## src/rtl/timer_counter.sv

```systemverilog
// timer_counter: memory-mapped programmable down-counter with one-shot and
// auto-reload periodic modes; irq feeds CP0 HWInt[0].
module timer_counter #(
  parameter int unsigned CNT_W = 32
) (
  input  logic        clk,
  input  logic        reset,
  input  logic [29:0] addr,
  input  logic        we,
  input  logic [31:0] din,
  output logic [31:0] dout,
  output logic        irq
);

  localparam int unsigned DATA_W = 32;
  localparam int unsigned CTRL_W = 4;

  localparam logic [1:0] A_CTRL   = 2'd0;
  localparam logic [1:0] A_PRESET = 2'd1;
  localparam logic [1:0] A_COUNT  = 2'd2;

  localparam logic [1:0] MODE_PERIODIC = 2'd1;

  typedef enum logic [1:0] {
    S_IDLE = 2'd0,
    S_LOAD = 2'd1,
    S_CNT  = 2'd2,
    S_INT  = 2'd3
  } state_t;

  state_t state;
  state_t state_nxt;

  logic [CTRL_W-1:0] ctrl;
  logic [CNT_W-1:0]  preset;
  logic [CNT_W-1:0]  count;
  logic              irq_flag;

  logic       ctrl_en;
  logic [1:0] ctrl_mode;
  logic       ctrl_im;
  logic       wr_ctrl;
  logic       wr_preset;
  logic       count_gt1;

  // FSM action strobes
  logic load_cnt;
  logic dec_cnt;
  logic expire;
  logic reload;
  logic clr_en;

  // Upper address bits are decoded by the bridge; collapse them here.
  logic unused_bits;
  assign unused_bits = ^{addr[29:2], din};

  assign ctrl_en   = ctrl[0];
  assign ctrl_mode = ctrl[2:1];
  assign ctrl_im   = ctrl[3];
  assign wr_ctrl   = we && (addr[1:0] == A_CTRL);
  assign wr_preset = we && (addr[1:0] == A_PRESET);
  assign count_gt1 = count > CNT_W'(1);

  // State register
  always_ff @(posedge clk) begin
    if (reset) begin
      state <= S_IDLE;
    end else begin
      state <= state_nxt;
    end
  end

  // Next-state logic
  always_comb begin
    state_nxt = state;
    unique case (state)
      S_IDLE: if (ctrl_en) state_nxt = S_LOAD;
      S_LOAD: state_nxt = S_CNT;
      S_CNT: begin
        if (!ctrl_en) begin
          state_nxt = S_IDLE;
        end else if (!count_gt1) begin
          state_nxt = S_INT;
        end
      end
      S_INT: state_nxt = (ctrl_mode == MODE_PERIODIC) ? S_LOAD : S_IDLE;
      default: state_nxt = S_IDLE;
    endcase
  end

  // FSM output strobes driving the datapath
  always_comb begin
    load_cnt = 1'b0;
    dec_cnt  = 1'b0;
    expire   = 1'b0;
    reload   = 1'b0;
    clr_en   = 1'b0;
    unique case (state)
      S_LOAD: load_cnt = 1'b1;
      S_CNT: begin
        if (ctrl_en) begin
          dec_cnt = count_gt1;
          expire  = !count_gt1;
        end
      end
      S_INT: begin
        reload = (ctrl_mode == MODE_PERIODIC);
        clr_en = (ctrl_mode != MODE_PERIODIC);
      end
      default: ;
    endcase
  end

  // Registers: CPU writes win over the FSM clearing EN; the FSM setting
  // irq_flag wins over any clearing source.
  always_ff @(posedge clk) begin
    if (reset) begin
      ctrl     <= '0;
      preset   <= '0;
      count    <= '0;
      irq_flag <= 1'b0;
    end else begin
      if (wr_ctrl) begin
        ctrl <= din[CTRL_W-1:0];
      end else if (clr_en) begin
        ctrl[0] <= 1'b0;
      end

      if (wr_preset) begin
        preset <= din[CNT_W-1:0];
      end

      if (load_cnt) begin
        count <= preset;
      end else if (dec_cnt) begin
        count <= count - CNT_W'(1);
      end else if (expire) begin
        count <= '0;
      end

      if (expire) begin
        irq_flag <= 1'b1;
      end else if (wr_ctrl || wr_preset || reload) begin
        irq_flag <= 1'b0;
      end
    end
  end

  // Read mux, combinational from addr
  always_comb begin
    dout = '0;
    unique case (addr[1:0])
      A_CTRL:   dout = DATA_W'(ctrl);
      A_PRESET: dout = DATA_W'(preset);
      A_COUNT:  dout = DATA_W'(count);
      default:  dout = '0;
    endcase
  end

  assign irq = irq_flag & ctrl_im;

endmodule

```

## config.mk

```make
export PLATFORM = sky130hd
export DESIGN_NAME = timer_counter
export DESIGN_NICKNAME = d
export VERILOG_FILES = /design/src/rtl/timer_counter.sv
export SDC_FILE = /design/constraint.sdc
export NUM_CORES = 1
export LEC_CHECK = 0
export CORE_UTILIZATION = 30
export DETAILED_ROUTE_END_ITERATION = 12
export GPL_TIMING_DRIVEN = 0
export SLEW_MARGIN = 10
export SYNTH_ARGS = -nofsm -noshare
export SYNTH_HDL_FRONTEND = slang
export SYNTH_SLANG_ARGS = --single-unit
```

## constraint.sdc

```tcl
create_clock -name clk -period 2.9 [get_ports clk]
set_input_delay 0.435 -clock clk [delete_from_list [all_inputs] [get_ports clk]]
set_output_delay 0.435 -clock clk [all_outputs]
set_load 0.01 [all_outputs]
```

==> flow_metrics.env, run 1 <==
export IMPL_status="finished clean"
export IMPL_cts_max_path_buffers=2
export IMPL_endpoint_kind="flip-flop"
export IMPL_critPathRequiredTime_ns=3.10
export IMPL_slew_viol_final=0
export IMPL_synth_top_area_frac=0.386
export IMPL_vdd_drop_max_v=0.000250
export IMPL_combPwrFrac=0.095
export IMPL_core_area_sq_um=12000
export IMPL_numPortBuffers=67
export IMPL_wl_um=12700
export IMPL_multiInputGateArea_sq_um=2110
export IMPL_pre_cts_ws_ns=-0.657
export IMPL_path_max_fanout=10
export IMPL_antenna_found_initial=0
export IMPL_io_pins=98
export IMPL_intPower_w=0.00171
export IMPL_r2r_end="count[29]"
export IMPL_grt_util_all_layers=0.201
export IMPL_vias=3867
export IMPL_finalNetCount=606
export IMPL_p_per_area_nw_per_um2=467
export IMPL_drt_iter0_markers=165
export IMPL_slew_headroom=0.363
export IMPL_max_slew_worst_pin_slew_ns=0.948
export IMPL_setup_tns_ns=0
export IMPL_fin_util=0.407
export IMPL_n_antenna_cell=0
export IMPL_ys_warnings_count=0
export IMPL_place_gp_congestion=0.896
export IMPL_wl_per_cell_um=18.4
export IMPL_register_area_sq_um=1420
export IMPL_numCtsBuffers=9
export IMPL_start_util=0.307
export IMPL_drive_gt1_frac=0.0717
export IMPL_hold_depth=2
export IMPL_setup_slack_ns=0.142
export IMPL_yosysUniqueCellTypes=44
export IMPL_fp_row_count=40
export IMPL_p_sw_frac=0.249
export IMPL_worst_hold_path_type="flip-flop to flip-flop"
export IMPL_placed_cell_area_sq_um=4540
export IMPL_clk_pin_slew_ns=0.06
export IMPL_reg2reg_slack_ns=0.14
export IMPL_p_clk_frac=0.463
export IMPL_die_x_um=113
export IMPL_drc=0
export IMPL_ys_top_cells_by_area="dfxtp_1 39%, nand2_1 8.9%, a22o_1 6.4%"
export IMPL_hold_viol_final=0
export IMPL_hold_buffers=0
export IMPL_fin_crit_ns=2.76
export IMPL_cts_tree="built"
export IMPL_die_area_sq_um=12700
export IMPL_whs_endpoint="preset[6]"
export IMPL_die_y_um=113
export IMPL_synth_cells=462
export IMPL_area_growth_pct=32.8
export IMPL_fillers=1244
export IMPL_stdcell_area_sq_um=4890
export IMPL_synth_ff_type="dfxtp_1"
export IMPL_via_per_inst=5.60
export IMPL_timing_final_crit_share=0.951
export IMPL_arrival_ns=2.96
export IMPL_clkSinkCount=71
export IMPL_regToRegStartpoint="count[10]"
export IMPL_cts_root_buffer="clkbuf_16"
export IMPL_cap_viol_max_count=0
export IMPL_rr_worst_depth=7
export IMPL_drtAntennaViolNets=0
export IMPL_grt_max_degree=13
export IMPL_synthArstFlopShare=0
export IMPL_holdCritStartpoint="preset[6]"
export IMPL_path_class="flip-flop to flip-flop"
export IMPL_clk_latency_ns=0.34
export IMPL_synth_edf_count=0
export IMPL_synth_seq_cells=71
export IMPL_seq_area_frac_synth=0.386
export IMPL_grt_ovfl_total=0
export IMPL_start_kind="flip-flop"
export IMPL_yosys_area_top_type="dfxtp_1"
export IMPL_hpwlAfterDp_um=9060
export IMPL_syn_area_sq_um=3680
export IMPL_grt_pass1_wl_um=19800
export IMPL_fmax_mhz=363
export IMPL_p_switching_w=0.000569
export IMPL_grt_pass1_vias=3769
export IMPL_cts_htree_levels=3
export IMPL_avgSynthCellArea_sq_um=7.97
export IMPL_drt_pre_antenna_iters=7
export IMPL_synth_nets=529
export IMPL_rsz0062_at_grt="no"
export IMPL_worst_clock_skew_ns=0.00536
export IMPL_cellLeakagePower_nw=1.78
export IMPL_seq_power_share=0.442
export IMPL_setup_viol=0
## sequential cells by signal (all words and copies together), names as in the netlist
signal / cells
count: 32
ctrl: 4
irq_flag: 1
preset: 32
state: 2
## how the worst max path moves through the flow
stage | from | endpoint | slack [ns] | depth (start not counted)
after CTS | addr[0] | dout[24] | -0.002 | 6
after floorplan | count[16] | count[27] | 0.36 | 6
final | count[10] | count[29] | 0.14 | 7
after global routing | count[10] | count[29] | 0.03 | 7
after global placement | addr[0] | dout[28] | -0.61 | 6
after detailed placement | addr[0] | dout[28] | -0.66 | 6
## synth_stat cells, drive strengths merged (2+ instances only)
| cell | instances |
|---|---|
| and4 | 2 |
| nand4 | 4 |
| o21ai | 9 |
| and2 | 3 |
| nor3 | 13 |
| nor4 | 15 |
| mux2i | 7 |
| ha | 2 |
| nand3 | 11 |
| nor2 | 18 |
| a22oi | 27 |
| or4 | 6 |
| xor2 | 3 |
| o31a | 6 |
| nand2b | 2 |
| clkbuf | 34 |
| dfxtp | 71 |
| o22ai | 14 |
| o311ai | 2 |
| and3 | 2 |
| buf | 5 |
| nor4b | 2 |
| nor2b | 4 |
| nand3b | 2 |
| a21oi | 43 |
| o211ai | 8 |
| inv | 6 |
| or3 | 4 |
| a22o | 28 |
| nand2 | 87 |
| xnor2 | 14 |
## cell type report
class	count	share of cell area
well taps	147	0.0376
repair buffers	67	0.138
multi-input cells	346	0.431
clock buffers	11	0.0517
inverters	6	0.00460
clock inverters	5	0.00665
flip-flops and latches	71	0.291
plain buffers	38	0.0399
## what timing repair did
item | 4_1_cts | 5_1_grt
cloned | 0 | 0
setup endpoints to repair | 44 | 38
gates resized for setup | 17 | 9
setup buffers | 0 | 0
## per-layer routing
metal  GRT usage  vias to the layer above  routed length, um
met1       0.258                     1895               5860
met3      0.0305                       21                602
met4      0.0711                        0                231
li1            -                     1852                  -
met5           0                        -                  0
met2       0.342                       99               6050
## through the flow
stage	hold WS [ns]	total power (W)	std cells
floorplan	0.439	0.00113	462
global placement	0.461	0.00124	676
detailed placement	0.466	0.00124	676
CTS	0.473	0.00230	691
global route	0.490	0.00235	691
finish	0.471	0.00228	691
## critical path: stages (launching register included)
cell and delay [ns]:
dfxtp_1 0.38, or4_1 0.63, or3_1 0.41, clkbuf_1 0.27
buf_1 0.31, nor4_2 0.35, xnor2_1 0.17, o22ai_1 0.10
## power by group through the flow
stage               clock (W)  sequential (W)  combinational, W
floorplan                   0         0.00103          0.000105
detailed placement          0         0.00103          0.000208
CTS                   0.00107         0.00101          0.000215
global placement            0         0.00103          0.000207
global route          0.00110         0.00101          0.000233
finish                0.00106         0.00101          0.000216
## cell usage in the layout, fill, tap and decap left out, types with 3 or more instances in the layout
| master | n |
|---|---|
| nor2b_1 | 4 |
| o211ai_1 | 8 |
| or3_1 | 3 |
| xnor2_1 | 14 |
| o21ai_0 | 9 |
| clkbuf_16 | 9 |
| clkdlybuf4s50_1 | 66 |
| a22o_1 | 27 |
| a21oi_1 | 43 |
| a22oi_1 | 27 |
| o22ai_1 | 14 |
| nand2_1 | 86 |
| clkinvlp_4 | 3 |
| clkbuf_8 | 4 |
| nand4_1 | 4 |
| clkbuf_1 | 27 |
| dfxtp_1 | 71 |
| nor2_1 | 18 |
| mux2i_1 | 7 |
| nor3_1 | 12 |
| or4_4 | 3 |
| o31a_1 | 6 |
| nor4_1 | 11 |
| xor2_1 | 3 |
| inv_1 | 6 |
| or4_1 | 3 |
| nand3_1 | 11 |
| nor4_2 | 4 |
## cells by family (layout without fill, tap and decap cells)
logic type | after synthesis | in the layout | synth area share
flip-flops | 71 | 71 | 0.386
multiplexers | 7 | 7 | 0.0190
adder cells (fa/ha/maj) | 2 | 2 | 0.00679
AND/OR/NAND/NOR | 179 | 179 | 0.236
AO/OA/AOI/OAI | 141 | 141 | 0.262
buffers and inverters | 45 | 127 | 0.0499
XOR/XNOR | 17 | 17 | 0.0404
Power figures use the tool's default switching activity.
==> inputs of run 2 (changes only) <==
--- a/config.mk
+++ b/config.mk
@@ -7,6 +7,7 @@
 export LEC_CHECK = 0
 export CORE_UTILIZATION = 30
 export DETAILED_ROUTE_END_ITERATION = 12
+export GPL_ROUTABILITY_DRIVEN = 0
 export GPL_TIMING_DRIVEN = 0
 export SLEW_MARGIN = 10
 export SYNTH_ARGS = -nofsm -noshare
==> run 2 against run 1 <==
Against the previous run: first-iteration DRC count rose to 2.8 times the previous value; worst setup slack got worse by 0.038 ns; worst hold slack better by 0.0023 ns; largest power group unchanged; die area is the same; sequential cell count is the same; via count increased by 0.67%; power up 0.51%; global-route usage fell by 0.17 points; clock skew grew 0.0026 ns; critical path type unchanged; cell area fell by 0.36%; register-to-register slack lost 0.04 ns.
==> flow_metrics.env, run 2 (synthesis gave the netlist of run 1 again) <==
export IMPL_critPathRequiredTime_ns=3.09
export IMPL_clkSinkCount=71
export IMPL_slew_viol_final=0
export IMPL_pre_cts_ws_ns=-0.585
export IMPL_via_per_inst=5.64
export IMPL_r2r_end="count[5]"
export IMPL_drt_iter0_markers=470
export IMPL_area_growth_pct=32.3
export IMPL_worst_hold_path_type="flip-flop to flip-flop"
export IMPL_setup_slack_ns=0.104
export IMPL_vias=3893
export IMPL_fp_row_count=40
export IMPL_cts_htree_levels=3
export IMPL_met1_length_um=5700
export IMPL_numCtsBuffers=9
export IMPL_core_area_sq_um=12000
export IMPL_power_w=0.00230
export IMPL_clk_pin_slew_ns=0.05
export IMPL_slew_headroom=0.389
export IMPL_drive_gt1_frac=0.0626
export IMPL_grt_util_all_layers=0.199
export IMPL_timing_final_crit_share=0.964
export IMPL_n_antenna_cell=0
export IMPL_setup_viol=0
export IMPL_cts_tree="built"
export IMPL_grt_max_degree=13
export IMPL_path_class="flip-flop to flip-flop"
export IMPL_hold_buffers=0
export IMPL_top_regs="count: 32 flops, preset: 32 flops, ctrl: 4 flops"
export IMPL_startpoint="count[16]"
export IMPL_antenna_found_initial=0
export IMPL_final_cells=690
export IMPL_drt_pre_antenna_iters=7
export IMPL_vdd_drop_max_v=0.000266
export IMPL_dpl_cell_count=676
export IMPL_endpoint_kind="flip-flop"
export IMPL_arrival_ns=2.98
export IMPL_io_pins=98
export IMPL_start_kind="flip-flop"
export IMPL_cts_root_buffer="clkbuf_16"
export IMPL_rsz0062_at_grt="no"
export IMPL_final_common_cell="nand2_1"
export IMPL_regToRegStartpoint="count[16]"
export IMPL_route_met2_wl_um=5940
export IMPL_die_area_sq_um=12700
export IMPL_status="finished clean"
export IMPL_grt_ovfl_total=0
export IMPL_reg2reg_slack_ns=0.10
export IMPL_cts_max_path_buffers=2
export IMPL_die_x_um=113
export IMPL_fmax_mhz=358
export IMPL_wl_um=12600
export IMPL_cellLeakagePower_nw=1.78
export IMPL_hpwlAfterDp_um=8890
export IMPL_max_slew_worst_pin_slew_ns=0.909
export IMPL_rr_worst_depth=7
export IMPL_numPortBuffers=67
export IMPL_path_max_fanout=12
export IMPL_fin_util=0.406
export IMPL_clk_latency_ns=0.33
export IMPL_fin_crit_ns=2.80
export IMPL_start_util=0.307
export IMPL_worst_clock_skew_ns=0.00795
export IMPL_crit_path_end="count[5]"
export IMPL_p_per_area_nw_per_um2=471
export IMPL_wl_met3_um=748
export IMPL_cap_viol_max_count=0
export IMPL_hold_viol_final=0
export IMPL_most_common_layout_cells="86 x nand2_1, 71 x dfxtp_1, 66 x clkdlybuf4s50_1"
export IMPL_placed_cell_area_sq_um=4540
export IMPL_dr_max_layer_used="met4"
export IMPL_grt_pass1_vias=3651
export IMPL_stdcell_area_sq_um=4870
export IMPL_wl_per_cell_um=18.2
export IMPL_grt_pass1_wl_um=19500
export IMPL_drtAntennaViolNets=0
export IMPL_drc=0
export IMPL_finalNetCount=606
export IMPL_die_y_um=113
[run 2: changes by cell type in the layout (fill, tap and decap cells not counted), moves of 2 or more]
cell and delta:
clkinv_2 +2, nor4_2 -2, nor4_1 +2, clkinvlp_4 -3, clkbuf_1 +2, clkbuf_8 -2
[run 2: stage by stage]
step / hold slack (ns) / TNS, ns
after detailed placement: 0.468 / -18.67
after CTS: 0.475 / 0
after floorplan: 0.439 / 0
final: 0.474 / 0
after global routing: 0.496 / 0
after global placement: 0.462 / -17.60
[run 2: final cells by class]
class / count / area, sq um
tap: 147 / 184
clock inverter: 5 / 50.0
buffer: 38 / 196
timing repair buffer: 67 / 673
clock buffer: 10 / 229
inverter: 6 / 22.5
fill: 1236 / 7140
multi-input combinational: 346 / 2100
sequential: 71 / 1420
[run 2: report_power, final]
part,internal (W),switching [W]
registers,0.000994,0.0000160
logic,0.0000986,0.000117
clock network,0.000655,0.000416
total,0.00175,0.000548
[run 2: worst min-delay path by stage]
stage	slack [ns]	end	cells after the start	startpoint
CTS	0.48	preset[6]	2	preset[6]
floorplan	0.44	irq_flag	2	irq_flag
detailed placement	0.47	preset[6]	2	preset[6]
global placement	0.46	preset[9]	2	preset[9]
finish	0.47	preset[6]	2	preset[6]
global route	0.50	preset[24]	2	preset[24]
[run 2: critical path: stages, from the launching register on]
cell	delay, ns
dfxtp_1	0.30
buf_6	0.13
nor4_1	0.71
and4_1	0.36
nand4_1	0.20
nand2_2	0.36
clkbuf_1	0.46
o22ai_1	0.13
[run 2: timing repair]
item	4_1_cts	5_1_grt
setup endpoints to repair	43	31
resized for setup	17	7
setup buffers	0	0
[run 2: routing by layer]
| metal | GRT usage | vias to the layer above |
|---|---|---|
| met3 | 0.0273 | 15 |
| met4 | 0.0720 | 0 |
| met2 | 0.326 | 156 |
| li1 | - | 1852 |
| met1 | 0.267 | 1870 |
| met5 | 0 | - |
==> edit 1 (settings of run 2) <==
Re-encode `state_t` (4 states) as one-hot, 4 bits wide.
--- a/src/rtl/timer_counter.sv
+++ b/src/rtl/timer_counter.sv
@@ -21,11 +21,11 @@
 
   localparam logic [1:0] MODE_PERIODIC = 2'd1;
 
-  typedef enum logic [1:0] {
-    S_IDLE = 2'd0,
-    S_LOAD = 2'd1,
-    S_CNT  = 2'd2,
-    S_INT  = 2'd3
+  typedef enum logic [3:0] {
+    S_IDLE = 4'b0001,
+    S_LOAD = 4'b0010,
+    S_CNT  = 4'b0100,
+    S_INT  = 4'b1000
   } state_t;
 
   state_t state;
Check against the original RTL: same outputs for any inputs over 4 cycles, from zero or initial values and one cycle with reset high; so few cycles prove little.
==> edit 1 against run 2 <==
Wire length grew 0.90%. First-iteration DRC count shrank 20%. Total power shrank 3.4%. Area after synthesis grew 4.3%. Cell area grew 3.9%. Setup slack gained 0.052 ns. Critical path depth is the same. Hold slack lost 0.0037 ns. Sequential cell count grew 2. Global-route usage shrank 0.13 points. Highest routed layer unchanged.
==> edit 1: results (changes against run 2) <==
- Status: completed
- Detailed placement HPWL: 9.05 mm (+1.8%)
- Worst slew pin tran: 1.25 ns (+0.341 ns)
- Inserted Diodes: 0 (unchanged)
- Share of post-route cells with drive strength above 1: 6.13% (-0.13 points)
- First-pass GRT wire length: 20.0 mm (+2.6%)
- Fillers: 1262 (+2.1%)
- Cell count after synthesis: 485 (+5.0%)
- Synth area leaders: dfxtp_1 (38%), nand2_1 (8.5%), a22o_1 (6.8%)
- Worst R2R End: count[23]
- Number of global-route vias before repair: 3800 (+4.1%)
- Post-synthesis cell type count: 48 (+9.1%)
- LEAKAGE: 1.74 nW (-2.3%)
- Crit Reg-Reg Startpoint: count[16]
- Dpl ws: -0.416 ns (+0.168 ns)
- CP Max Fanout: 10 (-2)
- R2r setup slk: 0.16 ns (+0.05 ns)
- Seq pwr share: 46.6% (+2.6 points)
- Layout Cells excl Fill: 739 (+7.1%)
- Worst EP arrival: 2.94 ns (-0.04 ns)
- Sw Share: 22.6% (-1.3 points)
- Power density cells: 438 nW/um2 (-7.0%)
- Wl on met1: 5.50 mm (-3.4%)
- TritonCTS clock tree: yes
- Met2 WL: 5.98 mm (+0.54%)
- Post-Route WL: 12.7 mm (+0.90%)
- Peak supply drop: 0.227 mV (-15%)
- CTS Buf Count: 9 (unchanged)
- DP Area: 4720 um2 (+4.1%)
- Hold_sp: preset[7]
- Largest regs: count (32), preset (32)
- Post-synth top cells: nand2_1 (87), dfxtp_1 (73), a21oi_1 (49)
- Drt first-iter violations: 378 (-20%)
- Cells after DPL: 720 (+6.5%)
- Via density: 5.49 (-2.7%)
- Most used DFF post-synth: dfxtp_1
- Pin count of the biggest net entering global routing: 11 (-2)
- Clk pwr share: 46.0% (-0.6 points)
- Worst hold path class: reg -> reg
- Hold Path Cell Cnt: 2 (unchanged)
- GRT Total Usage: 19.8% (-0.13 points)
- Nets: 635 (+4.8%)
- Hold Path End: preset[7]
- Total iterations of the first detailed-routing run: 6 (-1)
- Hold Slack: 0.470 ns (-0.00366 ns)
- Register area share after synthesis: 38.0% (-0.54 points)
- WL met3: 1.01 mm (+35%)
- Max Used Layer: met4
- Worst-path clk slew: about 0.060 ns
- Clk_skew: 0.00643 ns (-0.00153 ns)
- Mapped Nets: 552 (+4.3%)
[edit 1: layer usage]
metal	vias up	track usage, %
li1	1951	-
met1	1919	25.9
met2	170	32.5
met3	18	4.01
met4	0	6.58
met5	-	0
[edit 1: final cells by class]
class | instances | area, um2 | share of cell area (%)
plain buffers | 43 | 203 | 4.00
clock buffers | 14 | 264 | 5.21
inverters | 3 | 11.3 | 0.222
multi-input cells | 366 | 2200 | 43.5
flip-flops and latches | 73 | 1460 | 28.9
well taps | 168 | 210 | 4.15
repair buffers | 72 | 711 | 14.0
[edit 1: worst max-delay path by stage]
stage / startpoint / end / cells past startpoint / slack, ns
2_1_floorplan: count[23] / count[13] / 8 / 0.36
3_3_place_gp: addr[0] / dout[30] / 6 / -0.42
3_5_place_dp: addr[0] / dout[30] / 6 / -0.42
4_1_cts: count[0] / count[23] / 6 / 0.02
5_1_grt: count[16] / count[23] / 7 / -0.01
6_report: count[16] / count[23] / 7 / 0.16
[edit 1: critical path, stage by stage (launching register included)]
cell       delay [ns]
dfxtp_1          0.37
or4_4            0.59
or4_4            0.46
clkbuf_1         0.24
nor3_1           0.40
nor3_1           0.09
a2111oi_0        0.37
nor3_1           0.09
[edit 1: logic make-up (layout without fill, tap and decap cells)]
logic type / after synthesis / after routing / share of synthesized area, %
fa+ha+maj: 2 / 2 / 0.651
buf+inv: 46 / 132 / 4.95
simple gates: 198 / 198 / 25.0
flops: 73 / 73 / 38.0
compound gates: 143 / 143 / 25.9
mux: 8 / 8 / 2.08
xor+xnor: 15 / 15 / 3.42
[edit 1: timing repair]
action                                  CTS  global route
endpoints found under the setup margin   49            37
resized for setup                        12             8
pin swaps                                 1             1
buffers inserted                          3             2
==> edit 2 (config.mk and constraints of run 2) <==
Without the edit above. The localparam `MODE_PERIODIC` goes from 2'd1 to 2'd0.
--- a/src/rtl/timer_counter.sv
+++ b/src/rtl/timer_counter.sv
@@ -19,7 +19,7 @@
   localparam logic [1:0] A_PRESET = 2'd1;
   localparam logic [1:0] A_COUNT  = 2'd2;
 
-  localparam logic [1:0] MODE_PERIODIC = 2'd1;
+  localparam logic [1:0] MODE_PERIODIC = 2'd0;
 
   typedef enum logic [1:0] {
     S_IDLE = 2'd0,
Formal check against the unedited RTL: not equivalent (Yosys sat finds a counterexample within 10 cycles, from zero or initial values and one cycle with reset high).
==> edit 2 against run 2 <==
Cell area is 0.46% higher. Area after synthesis is 0.88% higher. Sequential cell count unchanged. Highest routed layer unchanged. Sequential power barely moved. Count of clock-buffer cells in the layout is 1 higher. Synthesized cell count is 1.3% lower. Hold slack got worse by 0.0030 ns. Wire length is 1.4% lower. Setup slack better by 0.15 ns. Total power down 3.5%.
==> edit 2: results (changes against run 2) <==
- Status: completed
- Nets: 601 (-0.83%)
- LEAKAGE: 1.77 nW (-0.31%)
- Worst R2R Path Depth: 6 (-1)
- Crit Reg-Reg Startpoint: state[1]
- Synth area leaders: dfxtp_1 (38%), nand2_1 (8.4%), a22o_1 (6.4%)
- CP Max Fanout: 10 (-2)
- Worst slew pin tran: 1.02 ns (+0.114 ns)
- Synth Area in Adders: 0.673% (-0.0059 points)
- Detailed placement HPWL: 8.78 mm (-1.2%)
- Syn. warnings: 0 (unchanged)
- GRT Total Usage: 19.8% (-0.17 points)
- Register area share after synthesis: 38.2% (-0.34 points)
- Cells after DPL: 692 (+2.4%)
- Cell count after synthesis: 456 (-1.3%)
- Synth Area in Compound Gates: 26.5% (+0.28 points)
- Dpl ws: -0.625 ns (-0.0405 ns)
- First-pass GRT wire length: 19.5 mm (-0.11%)
- Share of post-route cells with drive strength above 1: 7.28% (+1.0 points)
- Total iterations of the first detailed-routing run: 5 (-2)
- Number of global-route vias before repair: 3634 (-0.47%)
- R2r setup slk: 0.25 ns (+0.15 ns)
- Post-Synth XOR/XNOR Area: 4.01% (-0.035 points)
- Fillers: 1214 (-1.8%)
- H-tree Lvls: 3 (unchanged)
- Hold_sp: irq_flag
- Worst R2R End: count[30]
- Hold Path End: irq_flag
- Via density: 5.46 (-3.2%)
- Post-Route WL: 12.4 mm (-1.4%)
- Post-CTS sizing: 14 (-3)
- Clk_skew: 0.00750 ns (-0.000448 ns)
- Hold Slack: 0.471 ns (-0.00303 ns)
- Layout Cells excl Fill: 704 (+2.0%)
- Worst EP arrival: 2.22 ns (-0.76 ns)
- Mapped Nets: 523 (-1.1%)
- Post-synthesis mux area share: 1.89% (-0.017 points)
- Post-synth top cells: nand2_1 (83), dfxtp_1 (71), a21oi_1 (44)
==> edit 2: logic make-up after synthesis <==
| logic type | after synthesis |
|---|---|
| xor+xnor | 17 |
| mux | 7 |
| flops | 71 |
| compound gates | 143 |
| simple gates | 176 |
| fa+ha+maj | 2 |
| buf+inv | 40 |
==> edit 2: critical path, cell delays in order <==
cell	delay (ns)
clkbuf_1	0.30
nor2b_1	0.18
clkbuf_4	0.26
clkbuf_4	0.29
a22o_1	0.19
clkdlybuf4s50_1	0.54
==> edit 2: how the worst max path moves through the flow <==
| stage | start | to | slack [ns] | cells after the start |
|---|---|---|---|---|
| 6_report | addr[1] | dout[13] | 0.25 | 6 |
| 5_1_grt | count[0] | count[24] | 0.12 | 7 |
| 4_1_cts | addr[0] | dout[0] | 0.007 | 7 |
| 3_5_place_dp | addr[0] | dout[17] | -0.63 | 6 |
| 3_3_place_gp | addr[0] | dout[13] | -0.60 | 6 |
| 2_1_floorplan | count[16] | count[27] | 0.41 | 5 |
==> edit 2: power by group <==
group	switching (mW)	total, mW	internal (mW)
Combinational	0.118	0.216	0.0987
Sequential	0.0164	1.01	0.994
Clock	0.404	0.988	0.585
==> edit 2: final cells by class <==
cell class / count / area, um2 / area share, %
multi-input cells: 345 / 2140 / 43.7
clock inverters: 2 / 10.0 / 0.204
inverters: 5 / 18.8 / 0.383
clock buffers: 11 / 243 / 4.96
plain buffers: 34 / 171 / 3.50
repair buffers: 68 / 683 / 13.9
flip-flops and latches: 71 / 1420 / 29.0
well taps: 168 / 210 / 4.29
==> edit 2: routing by layer <==
layer	part of all wire (%)	wire [um]	vias to the layer above	track usage, %
met4	1.9	235	0	7.28
met1	46	5660	1835	25.9
li1	-	-	1848	-
met2	48	5950	138	33.5
met5	0	0	-	0
met3	4.5	563	22	2.14
